<file path="src/rtl/decode_execute_reg_pkg.sv">
// Shared definitions for the Decode->Execute pipeline register: widths, NZCV bit map,
// condition codes and the packed control bundle carried across the D/E boundary.
package decode_execute_reg_pkg;

   localparam int DATA_W_DEF = 32;
   localparam int ADDR_W_DEF = 4;

   localparam int FLAG_N = 3;
   localparam int FLAG_Z = 2;
   localparam int FLAG_C = 1;
   localparam int FLAG_V = 0;

   typedef enum logic [3:0] {
      COND_EQ = 4'h0, COND_NE = 4'h1, COND_CS = 4'h2, COND_CC = 4'h3,
      COND_MI = 4'h4, COND_PL = 4'h5, COND_VS = 4'h6, COND_VC = 4'h7,
      COND_HI = 4'h8, COND_LS = 4'h9, COND_GE = 4'hA, COND_LT = 4'hB,
      COND_GT = 4'hC, COND_LE = 4'hD, COND_AL = 4'hE
   } condCode_e;

   typedef struct packed {
      logic n;
      logic z;
      logic c;
      logic v;
   } nzcv_t;

   typedef struct packed {
      logic       valid;
      logic       pcSrc;
      logic       regWrite;
      logic       memtoReg;
      logic       memWrite;
      logic       branch;
      logic       aluSrc;
      logic [1:0] aluControl;
      logic [1:0] flagWrite;
      logic [3:0] cond;
   } ctrlBundle_t;

endpackage

</file>
<file path="src/rtl/decode_execute_reg_pipe_field_reg.sv">
// Generic pipeline field register: async active-low reset, synchronous clear (bubble)
// that takes priority over the enable (hold when low).
module pipe_field_reg #(
   parameter int W = 1
) (
   input  logic         clk,
   input  logic         reset,
   input  logic         en,
   input  logic         clr,
   input  logic [W-1:0] d,
   output logic [W-1:0] q
);

   // Clear beats hold so a flush still lands while the stage is stalled.
   always_ff @(posedge clk or negedge reset) begin
      if (!reset) begin
         q <= {W{1'b0}};
      end else if (clr) begin
         q <= {W{1'b0}};
      end else if (en) begin
         q <= d;
      end else begin
         q <= q;
      end
   end

endmodule

</file>
<file path="src/rtl/decode_execute_reg.sv">
// Decode->Execute pipeline register with hazard stall/flush, plus the architectural
// NZCV flag register reloaded from the Execute-stage condition logic.
module decode_execute_reg
   import decode_execute_reg_pkg::*;
#(
   parameter int DATA_W = DATA_W_DEF,
   parameter int ADDR_W = ADDR_W_DEF
) (
   input  logic              clk,
   input  logic              reset,
   input  logic              StallE,
   input  logic              FlushE,
   input  logic              PCSrcD,
   input  logic              RegWriteD,
   input  logic              MemtoRegD,
   input  logic              MemWriteD,
   input  logic              BranchD,
   input  logic              ALUSrcD,
   input  logic [1:0]        ALUControlD,
   input  logic [1:0]        FlagWriteD,
   input  logic [3:0]        CondD,
   input  logic [DATA_W-1:0] RD1D,
   input  logic [DATA_W-1:0] RD2D,
   input  logic [DATA_W-1:0] ExtImmD,
   input  logic [ADDR_W-1:0] RA1D,
   input  logic [ADDR_W-1:0] RA2D,
   input  logic [ADDR_W-1:0] WA3D,
   input  logic [3:0]        FlagsNextE,
   output logic              ValidE,
   output logic              PCSrcE,
   output logic              RegWriteE,
   output logic              MemtoRegE,
   output logic              MemWriteE,
   output logic              BranchE,
   output logic              ALUSrcE,
   output logic [1:0]        ALUControlE,
   output logic [1:0]        FlagWriteE,
   output logic [3:0]        CondE,
   output logic [DATA_W-1:0] RD1E,
   output logic [DATA_W-1:0] RD2E,
   output logic [DATA_W-1:0] ExtImmE,
   output logic [ADDR_W-1:0] RA1E,
   output logic [ADDR_W-1:0] RA2E,
   output logic [ADDR_W-1:0] WA3E,
   output logic [3:0]        FlagsE
);

   localparam int CTRL_W = $bits(ctrlBundle_t);
   localparam int DP_W   = 3 * DATA_W;
   localparam int AD_W   = 3 * ADDR_W;

   ctrlBundle_t       ctrlD;
   ctrlBundle_t       ctrlE;
   logic [DP_W-1:0]   dataD;
   logic [DP_W-1:0]   dataE;
   logic [AD_W-1:0]   addrD;
   logic [AD_W-1:0]   addrE;
   nzcv_t             flagsQ;
   logic              loadEn;

   assign loadEn = ~StallE;

   // Valid rides in the control group so a flush clears it with the write-enables.
   assign ctrlD = {1'b1, PCSrcD, RegWriteD, MemtoRegD, MemWriteD, BranchD, ALUSrcD,
                   ALUControlD, FlagWriteD, CondD};
   assign dataD = {RD1D, RD2D, ExtImmD};
   assign addrD = {RA1D, RA2D, WA3D};

   pipe_field_reg #(.W(CTRL_W)) uCtrlReg (
      .clk(clk), .reset(reset), .en(loadEn), .clr(FlushE), .d(ctrlD), .q(ctrlE)
   );

   pipe_field_reg #(.W(DP_W)) uDataReg (
      .clk(clk), .reset(reset), .en(loadEn), .clr(FlushE), .d(dataD), .q(dataE)
   );

   pipe_field_reg #(.W(AD_W)) uAddrReg (
      .clk(clk), .reset(reset), .en(loadEn), .clr(FlushE), .d(addrD), .q(addrE)
   );

   // Flags retire with the instruction leaving E, so a flush of its successor must not block them.
   pipe_field_reg #(.W(4)) uFlagReg (
      .clk(clk), .reset(reset), .en(loadEn), .clr(1'b0), .d(FlagsNextE), .q(flagsQ)
   );

   assign ValidE      = ctrlE.valid;
   assign PCSrcE      = ctrlE.pcSrc;
   assign RegWriteE   = ctrlE.regWrite;
   assign MemtoRegE   = ctrlE.memtoReg;
   assign MemWriteE   = ctrlE.memWrite;
   assign BranchE     = ctrlE.branch;
   assign ALUSrcE     = ctrlE.aluSrc;
   assign ALUControlE = ctrlE.aluControl;
   assign FlagWriteE  = ctrlE.flagWrite;
   assign CondE       = ctrlE.cond;

   assign {RD1E, RD2E, ExtImmE} = dataE;
   assign {RA1E, RA2E, WA3E}    = addrE;

   assign FlagsE[FLAG_N] = flagsQ.n;
   assign FlagsE[FLAG_Z] = flagsQ.z;
   assign FlagsE[FLAG_C] = flagsQ.c;
   assign FlagsE[FLAG_V] = flagsQ.v;

endmodule

</file>
<file path="config.mk">
export PLATFORM = sky130hd
export DESIGN_NAME = decode_execute_reg
export DESIGN_NICKNAME = d
export VERILOG_FILES = /design/src/rtl/decode_execute_reg_pkg.sv /design/src/rtl/decode_execute_reg_pipe_field_reg.sv /design/src/rtl/decode_execute_reg.sv
export SDC_FILE = /design/constraint.sdc
export NUM_CORES = 1
export LEC_CHECK = 0
export CORE_MARGIN = 1.5
export CORE_UTILIZATION = 41
export CTS_BUF_LIST = sky130_fd_sc_hd__clkbuf_8
export CTS_CLUSTER_DIAMETER = 50
export DETAILED_ROUTE_END_ITERATION = 8
export PLACE_DENSITY = 0.83
export SYNTH_ARGS = -nofsm -noshare
export SYNTH_HDL_FRONTEND = slang
export SYNTH_SLANG_ARGS = --single-unit
</file>
<file path="constraint.sdc">
create_clock -name clk -period 1 [get_ports clk]
set_clock_uncertainty 0.15 [all_clocks]
set_input_delay 0.15 -clock clk [delete_from_list [all_inputs] [get_ports clk]]
set_output_delay 0.15 -clock clk [all_outputs]
set_load 0.1 [all_outputs]
</file>
Word-level counts from Yosys, hierarchy flattened
Index checks and enable logic that the tools add are counted.
- word-level logic and storage cells: 11
- bits in registers: 127
- input port bits: 130
- output and inout bits: 127
- muxes and demuxes: 6
- eq/ne operators: 1
- operators by type and width (kind ; number):
    $mux W96 ; 2
    $mux W15 ; 2
    $mux W12 ; 2
    $ne A2 B1 Y1 const B ; 1

Longest topological paths before layout
Gate-level depths: netlist (run 1).
- depth in word-level cells: 2
- depth in mapped cells: 5
- mapped depth without buffers: 2

Cells and area by module
Synthesis (run 1) repeated with hierarchy kept, for this count alone.
- cell total of the unflattened synthesis: 412
- area, all modules: 5178.7 µm²
- by module, submodules not included (module ; times used ; area an instance (µm²) ; cells each ; sequential area each (µm²)):
    pipe_field_reg (uDataReg) ; 1 ; 3910.0 ; 310 ; 2402.3
    pipe_field_reg (uCtrlReg) ; 1 ; 616.8 ; 48 ; 375.4
    pipe_field_reg (uAddrReg) ; 1 ; 480.5 ; 38 ; 300.3
    pipe_field_reg (uFlagReg) ; 1 ; 160.2 ; 13 ; 100.1
    decode_execute_reg ; 1 ; 11.3 ; 3 ; 0.0

Least setup slack after synthesis (run 1)
No wires, ideal clock.
- kind: register -> register
- start point: reg, netlist name uFlagReg.q[0]
- end point: reg uFlagReg.q[0]
- setup time: 126 ps
- stages on the path, launching flop included: 2
- path buffers: 0
- arrival: 1134 ps
- data required time: 724 ps
- path slack: -410 ps
- cells stage by stage: dfrtp_1 -> mux2_2
- RTL lines (element ; line ; text):
    end signal: assignment ; decode_execute_reg_pipe_field_reg.sv:17 ; q <= {W{1'b0}};
    end signal: assignment ; decode_execute_reg_pipe_field_reg.sv:19 ; q <= {W{1'b0}};
    end signal: assignment ; decode_execute_reg_pipe_field_reg.sv:23 ; q <= q;
    end: declaration ; decode_execute_reg_pipe_field_reg.sv:11 ; output logic [W-1:0] q

Worst setup path in the final report (run 1)
- start point: reg uDataReg.q[4]
- end point: out ExtImmE[4]
- RTL lines (element ; line ; text):
    start: declaration ; decode_execute_reg_pipe_field_reg.sv:11 ;
    start signal: assignment ; decode_execute_reg_pipe_field_reg.sv:17 ;
    start signal: assignment ; decode_execute_reg_pipe_field_reg.sv:19 ;
    start signal: assignment ; decode_execute_reg_pipe_field_reg.sv:23 ;
    end: declaration ; decode_execute_reg.sv:41 ; output logic [DATA_W-1:0] ExtImmE,
No word-level cell between the ends.

==> impl_metrics.toml, run 1 <==
[synth]
synth_seq_cells = 127
syn_area_per_cell_um2 = 12.57
synth.distinct_cells = 11
syn-cell-area_mm2 = 0.005091
ys.warnings.count = 0
ys_seq_area_share_pct = 62.42
synth_cells = 405
synth_nets = 535

[critical_path]
cp-start-kind = "flop"
critPathLaunch = "uDataReg.q[4]"
critPathRequiredTime_ns = 0.70
crit_buf_inv = 1
cp.depth = 1
r2r_cells = 4
end_kind = "output port"
cp_top_family = "flip-flops"
path_class = "flop to output port"
rr_startpoint = "uCtrlReg.q[8]"
critPathSlowestCell = "dfrtp_4"
worstPathArrival_ns = 1.15
slowest_delay_ns = 0.52
path_max_fanout = 2
cp_cell_sequence = "buf_12"

[detailed_routing]
drtAntennaViolNets = 0
vias_per_cell = 5.010
wl_mm = 20.47
wl_per_cell_um = 23.10
drcViolationCount = 0
dr.pass1.iters = 4
vias = 4439
drt-initial-drc-count = 285

[cells_and_area]
fillers = 492
nNetsFinal = 835
diodes = 0
drive_above_1_share_pct = 51.81
fin_cells = 886
layout_common_cells = "buf_12 (135), clkdlybuf4s50_1 (126), dfrtp_4 (126)"
area_delta_synth_final_pct = 108.9
layout_commonest_cell = "buf_12"

[cts]
clock-sinks = 127
clk_pin_slew_ns = 0.09
insertion_delay_ns = 0.44
clock_tree.root_cell = "clkbuf_8"
h-tree-depth = 4
cts_made_buffers = 17
cts_tree = "done"
clk_path_buf_depth = 2

[run_status]
status = "finished, violations left"
violations = "setup timing"

[global_routing]
use_met3_pct = 11.59
grt_pass1_vias = 5009
antenna_found_initial = 0
use_met1_pct = 30.39
grt.total_usage_pct = 30.28
grt.overflow.total = 0
globalRouteMet2Util_pct = 55.81
busiest_layer = "met2"
grt_max_degree = 48
grt_pass1_wl_mm = 29.00

[timing]
slew_headroom_pct = 79.16
final-max-slew-violation-count = 0
setup-violations-final = 186
hold_viol = 0
grt_setup_unrepaired = "true"
layout_setup_ws_ns = -0.4526
fmaxAchievable_mhz = 688.4
min_period_over_period_pct = 145.3
worst_pin_slew_ns = 0.3126
min_period_ns = 1.453

[place]
place.port_buffers = 256
dp_cells = 816
place_congestion = 0.7698
dp_hpwl_mm = 12.31

[floorplanning]
row_count = 40
initial_utilization_pct = 42.21
die_area_mm2 = 0.01310
die_x_um = 114.4
io_pins = 257
coreArea_mm2 = 0.01206
die_y_um = 114.4

[pwr]
leakage_uw = 0.004549
power_uw = 15790
irDropWorstVdd_mv = 1.658
power_density_mw_per_mm2 = 1484

[min_path]
hold_class = "input pin to asynchronous set/reset pin"

[run]
drv_cap = 0
==> final cells by class <==
type | count | area [um^2] | share of cell area, %
Timing Repair Buffer | 309 | 4472 | 42.04
Sequential cell | 127 | 3652 | 34.33
Multi-Input combinational cell | 249 | 1917 | 18.02
Clock buffer | 19 | 261.5 | 2.458
Tap cell | 168 | 210.2 | 1.976
Clock inverter | 13 | 121.4 | 1.141
Inverter | 1 | 3.754 | 0.03529
==> what timing repair did <==
item	4_1_cts	5_1_grt
endpoints found under the setup margin	149	214
hold buffers	4	2
buffers inserted	24	14
gates resized for setup	24	52
pin swaps	11	31
hold endpoints to repair	132	19
==> sequential cells by signal (all words and copies together), names as in the netlist <==
register	cells
uDataReg.q	96
uCtrlReg.q	15
uAddrReg.q	12
uFlagReg.q	4
==> cell usage after synthesis <==
| cell type | n | area, um^2 |
|---|---|---|
| a21oi_1 | 1 | 5.000 |
| buf_1 | 1 | 3.750 |
| buf_2 | 6 | 30.03 |
| buf_4 | 10 | 75.07 |
| buf_6 | 4 | 45.04 |
| clkbuf_1 | 7 | 26.28 |
| dfrtp_1 | 127 | 3178 |
| inv_1 | 1 | 3.750 |
| mux2_2 | 4 | 45.04 |
| mux2i_1 | 122 | 1221 |
| nor2_1 | 122 | 457.9 |
==> per-stage QoR <==
step	worst slack [ns]	area (um^2)	util (%)	hold slack, ns	TNS [ns]
floorplan	-0.1893	5592	-	-0.2956	-11.96
detailed placement	-0.2168	9649	80.00	-0.09898	-13.64
global placement	-0.1225	9649	80.00	-0.09775	-8.956
CTS	-0.4681	10360	85.86	-0.04295	-58.81
global route	-0.4792	10640	88.20	0.01693	-63.48
finish	-0.4526	10640	88.20	0.007202	-56.91
==> cells by family after synthesis <==
family | synth area share, %
compound gates | 0.09821
simple gates | 8.995
buf+inv | 3.613
flops | 62.42
mux | 24.87
==> metal layers <==
| layer | vias to the layer above | part of all wire, % |
|---|---|---|
| met2 | 231 | 55 |
| met3 | 50 | 8.3 |
| li1 | 1937 | - |
| met1 | 2221 | 33 |
| met5 | - | 0 |
| met4 | 0 | 3.4 |
==> power breakdown <==
group | internal, uW | total [uW] | switching (uW)
clock network | 2300 | 4400 | 2100
logic | 2190 | 5390 | 3190
registers | 5620 | 6000 | 382
total | 10100 | 15800 | 5670
==> path summary, 6_finish.rpt <==
kind                             endpoint  slack, ns
setup reg to reg            uCtrlReg.q[8]      -0.27
min in group clk            uDataReg.q[6]       0.04
setup / recovery               ExtImmE[4]      -0.45
max in group asynchronous  uDataReg.q[70]       0.14
hold reg to reg             uFlagReg.q[0]       0.44
hold / removal              uDataReg.q[5]      0.007
No activity file was read; power rests on OpenSTA's default activity.
==> run 2: changes to the inputs <==
--- a/config.mk
+++ b/config.mk
@@ -5,7 +5,6 @@
 export SDC_FILE = /design/constraint.sdc
 export NUM_CORES = 1
 export LEC_CHECK = 0
-export CORE_MARGIN = 1.5
 export CORE_UTILIZATION = 41
 export CTS_BUF_LIST = sky130_fd_sc_hd__clkbuf_8
 export CTS_CLUSTER_DIAMETER = 50
==> run 2 against run 1 <==
Net effect:
- highest routed layer unchanged
- worst setup slack better by 0.0036 ns
- register-to-register slack gained 0.04 ns
- largest cell class unchanged
- total power increased by 1.4%
- the flow finishes with violations (hold timing, setup timing)
==> impl_metrics.toml, run 2 (synthesis results as in run 1) <==
[run_status]
status = "finished, violations left"
violations = "hold timing, setup timing"

[global_routing]
antenna_found_initial = 0
busiest_layer = "met2"
grt_max_degree = 67
grt_pass1_vias = 4710
grt_pass1_wl_mm = 26.85
use_met1_pct = 30.64
grt.overflow.total = 0
use_met3_pct = 9.724
globalRouteMet2Util_pct = 51.70
grt.total_usage_pct = 28.75

[pwr]
leakage_uw = 0.004570
p_seq_share_pct = 37.5
combPwrFrac_pct = 33.0
power_frac_clock_pct = 29.5
p_sw_share_pct = 34.46
irDropWorstVdd_mv = 1.359
power_uw = 16020
power_density_mw_per_mm2 = 1515
p_sw_uw = 5518
internal_power_uw = 10500

[timing]
setup-violations-final = 182
layout_setup_ws_ns = -0.4490
worst_pin_slew_ns = 0.3162
fmaxAchievable_mhz = 690.1
min_period_over_period_pct = 144.9
final-max-slew-violation-count = 0
min_period_ns = 1.449
slew_headroom_pct = 78.92
hold_viol = 4
grt_setup_unrepaired = "true"
holdWs_ns = -0.01653

[cells_and_area]
postLayoutCoreUtil_pct = 87.67
layout_commonest_cell = "buf_12"
nNetsFinal = 831
fin_cells = 882
top_register = "uDataReg.q"
largest_reg_flops = 96
diodes = 0
layout_common_cells = "buf_12 (136), clkdlybuf4s50_1 (126), dfrtp_4 (126)"
largest_registers = "uDataReg.q (96), uCtrlReg.q (15), uAddrReg.q (12)"
drive_above_1_share_pct = 50.28
area_delta_synth_final_pct = 107.7

[cts]
clk_path_buf_depth = 2
clock-sinks = 127
insertion_delay_ns = 0.44
hold_buffers = 2
cts_made_buffers = 17
cts_tree = "done"
clock_tree.root_cell = "clkbuf_8"
h-tree-depth = 4
clk_pin_slew_ns = 0.08

[critical_path]
worstReg2RegEnd = "uDataReg.q[29]"
cp_top_family = "flip-flops"
crit_buf_inv = 1
end_kind = "output port"
slowest_delay_ns = 0.51
worstPathArrival_ns = 1.15
rrSetupSlack_ns = -0.23
critPathRequiredTime_ns = 0.70
path_class = "flop to output port"
rr_startpoint = "uDataReg.q[29]"
cp-start-kind = "flop"
path_max_fanout = 2
r2r_cells = 4
critPathSlowestCell = "dfrtp_4"
cp_cell_sequence = "buf_12"

[place]
dp_hpwl_mm = 11.98
dp_cells = 819
place_congestion = 0.7769
place.port_buffers = 256

[floorplanning]
die_area_mm2 = 0.01287
die_x_um = 113.4
coreArea_mm2 = 0.01206
io_pins = 257
initial_utilization_pct = 42.21
row_count = 40
die_y_um = 113.4

[detailed_routing]
wl_mm = 18.85
vias = 4358
dr.pass1.iters = 4
drt-initial-drc-count = 184
drcViolationCount = 0
drtAntennaViolNets = 0
vias_per_cell = 4.941
wl_per_cell_um = 21.37

[min_path]
hold_class = "input pin to asynchronous set/reset pin"

[run]
drv_cap = 0
run 2: layer usage:
layer,up-vias,wire (um)
met5,-,0
met2,209,10300
met4,0,524
met1,2182,6605
li1,1926,-
met3,41,1416
run 2: worst max-delay path by stage:
stage                               from              to  slack (ns)  cells after the start
final                      uCtrlReg.q[5]   FlagWriteE[1]       -0.45                      1
after global routing       uCtrlReg.q[5]   FlagWriteE[1]       -0.49                      1
after CTS                 uAddrReg.q[11]         RA1E[3]       -0.47                      1
after detailed placement          StallE  uDataReg.q[69]       -0.19                      4
after global placement       ExtImmD[13]  uDataReg.q[13]       -0.09                      3
after floorplan            uFlagReg.q[0]   uFlagReg.q[0]       -0.19                      1
run 2: area by class of cell:
cell class,instances,area (um^2)
Clock inverter,7,81.33
Sequential cell,127,3652
Multi-Input combinational cell,249,1866
Fill cell,514,1488
Timing Repair Buffer,305,4417
Inverter,1,3.754
Clock buffer,25,344.1
Tap cell,168,210.2
run 2: what timing repair did:
| item | in CTS | in global routing |
|---|---|---|
| hold endpoints to repair | 128 | 10 |
| pin swaps | 6 | 23 |
| endpoints found under the setup margin | 152 | 214 |
| setup buffers | 20 | 16 |
| gates resized for setup | 18 | 41 |
run 2: through the flow:
stage               instance area, um^2  hold WS [ns]  setup slack (ns)  TNS, ns
floorplan                          5592       -0.2956           -0.1893   -11.96
global placement                   9684      -0.09524          -0.09365   -8.429
detailed placement                 9684      -0.09365           -0.1883   -12.47
CTS                               10350      -0.02370           -0.4678   -57.34
global route                      10570     -0.008484           -0.4866   -63.90
finish                            10570      -0.01653           -0.4490   -56.79
run 2: power by group through the flow:
| stage | logic, uW | clock network (uW) | registers, uW |
|---|---|---|---|
| CTS | 5150 | 4740 | 5980 |
| global route | 5440 | 5000 | 6030 |
| detailed placement | 5000 | 0 | 6080 |
| floorplan | 655 | 0 | 8110 |
| finish | 5290 | 4730 | 6000 |
| global placement | 4930 | 0 | 6050 |
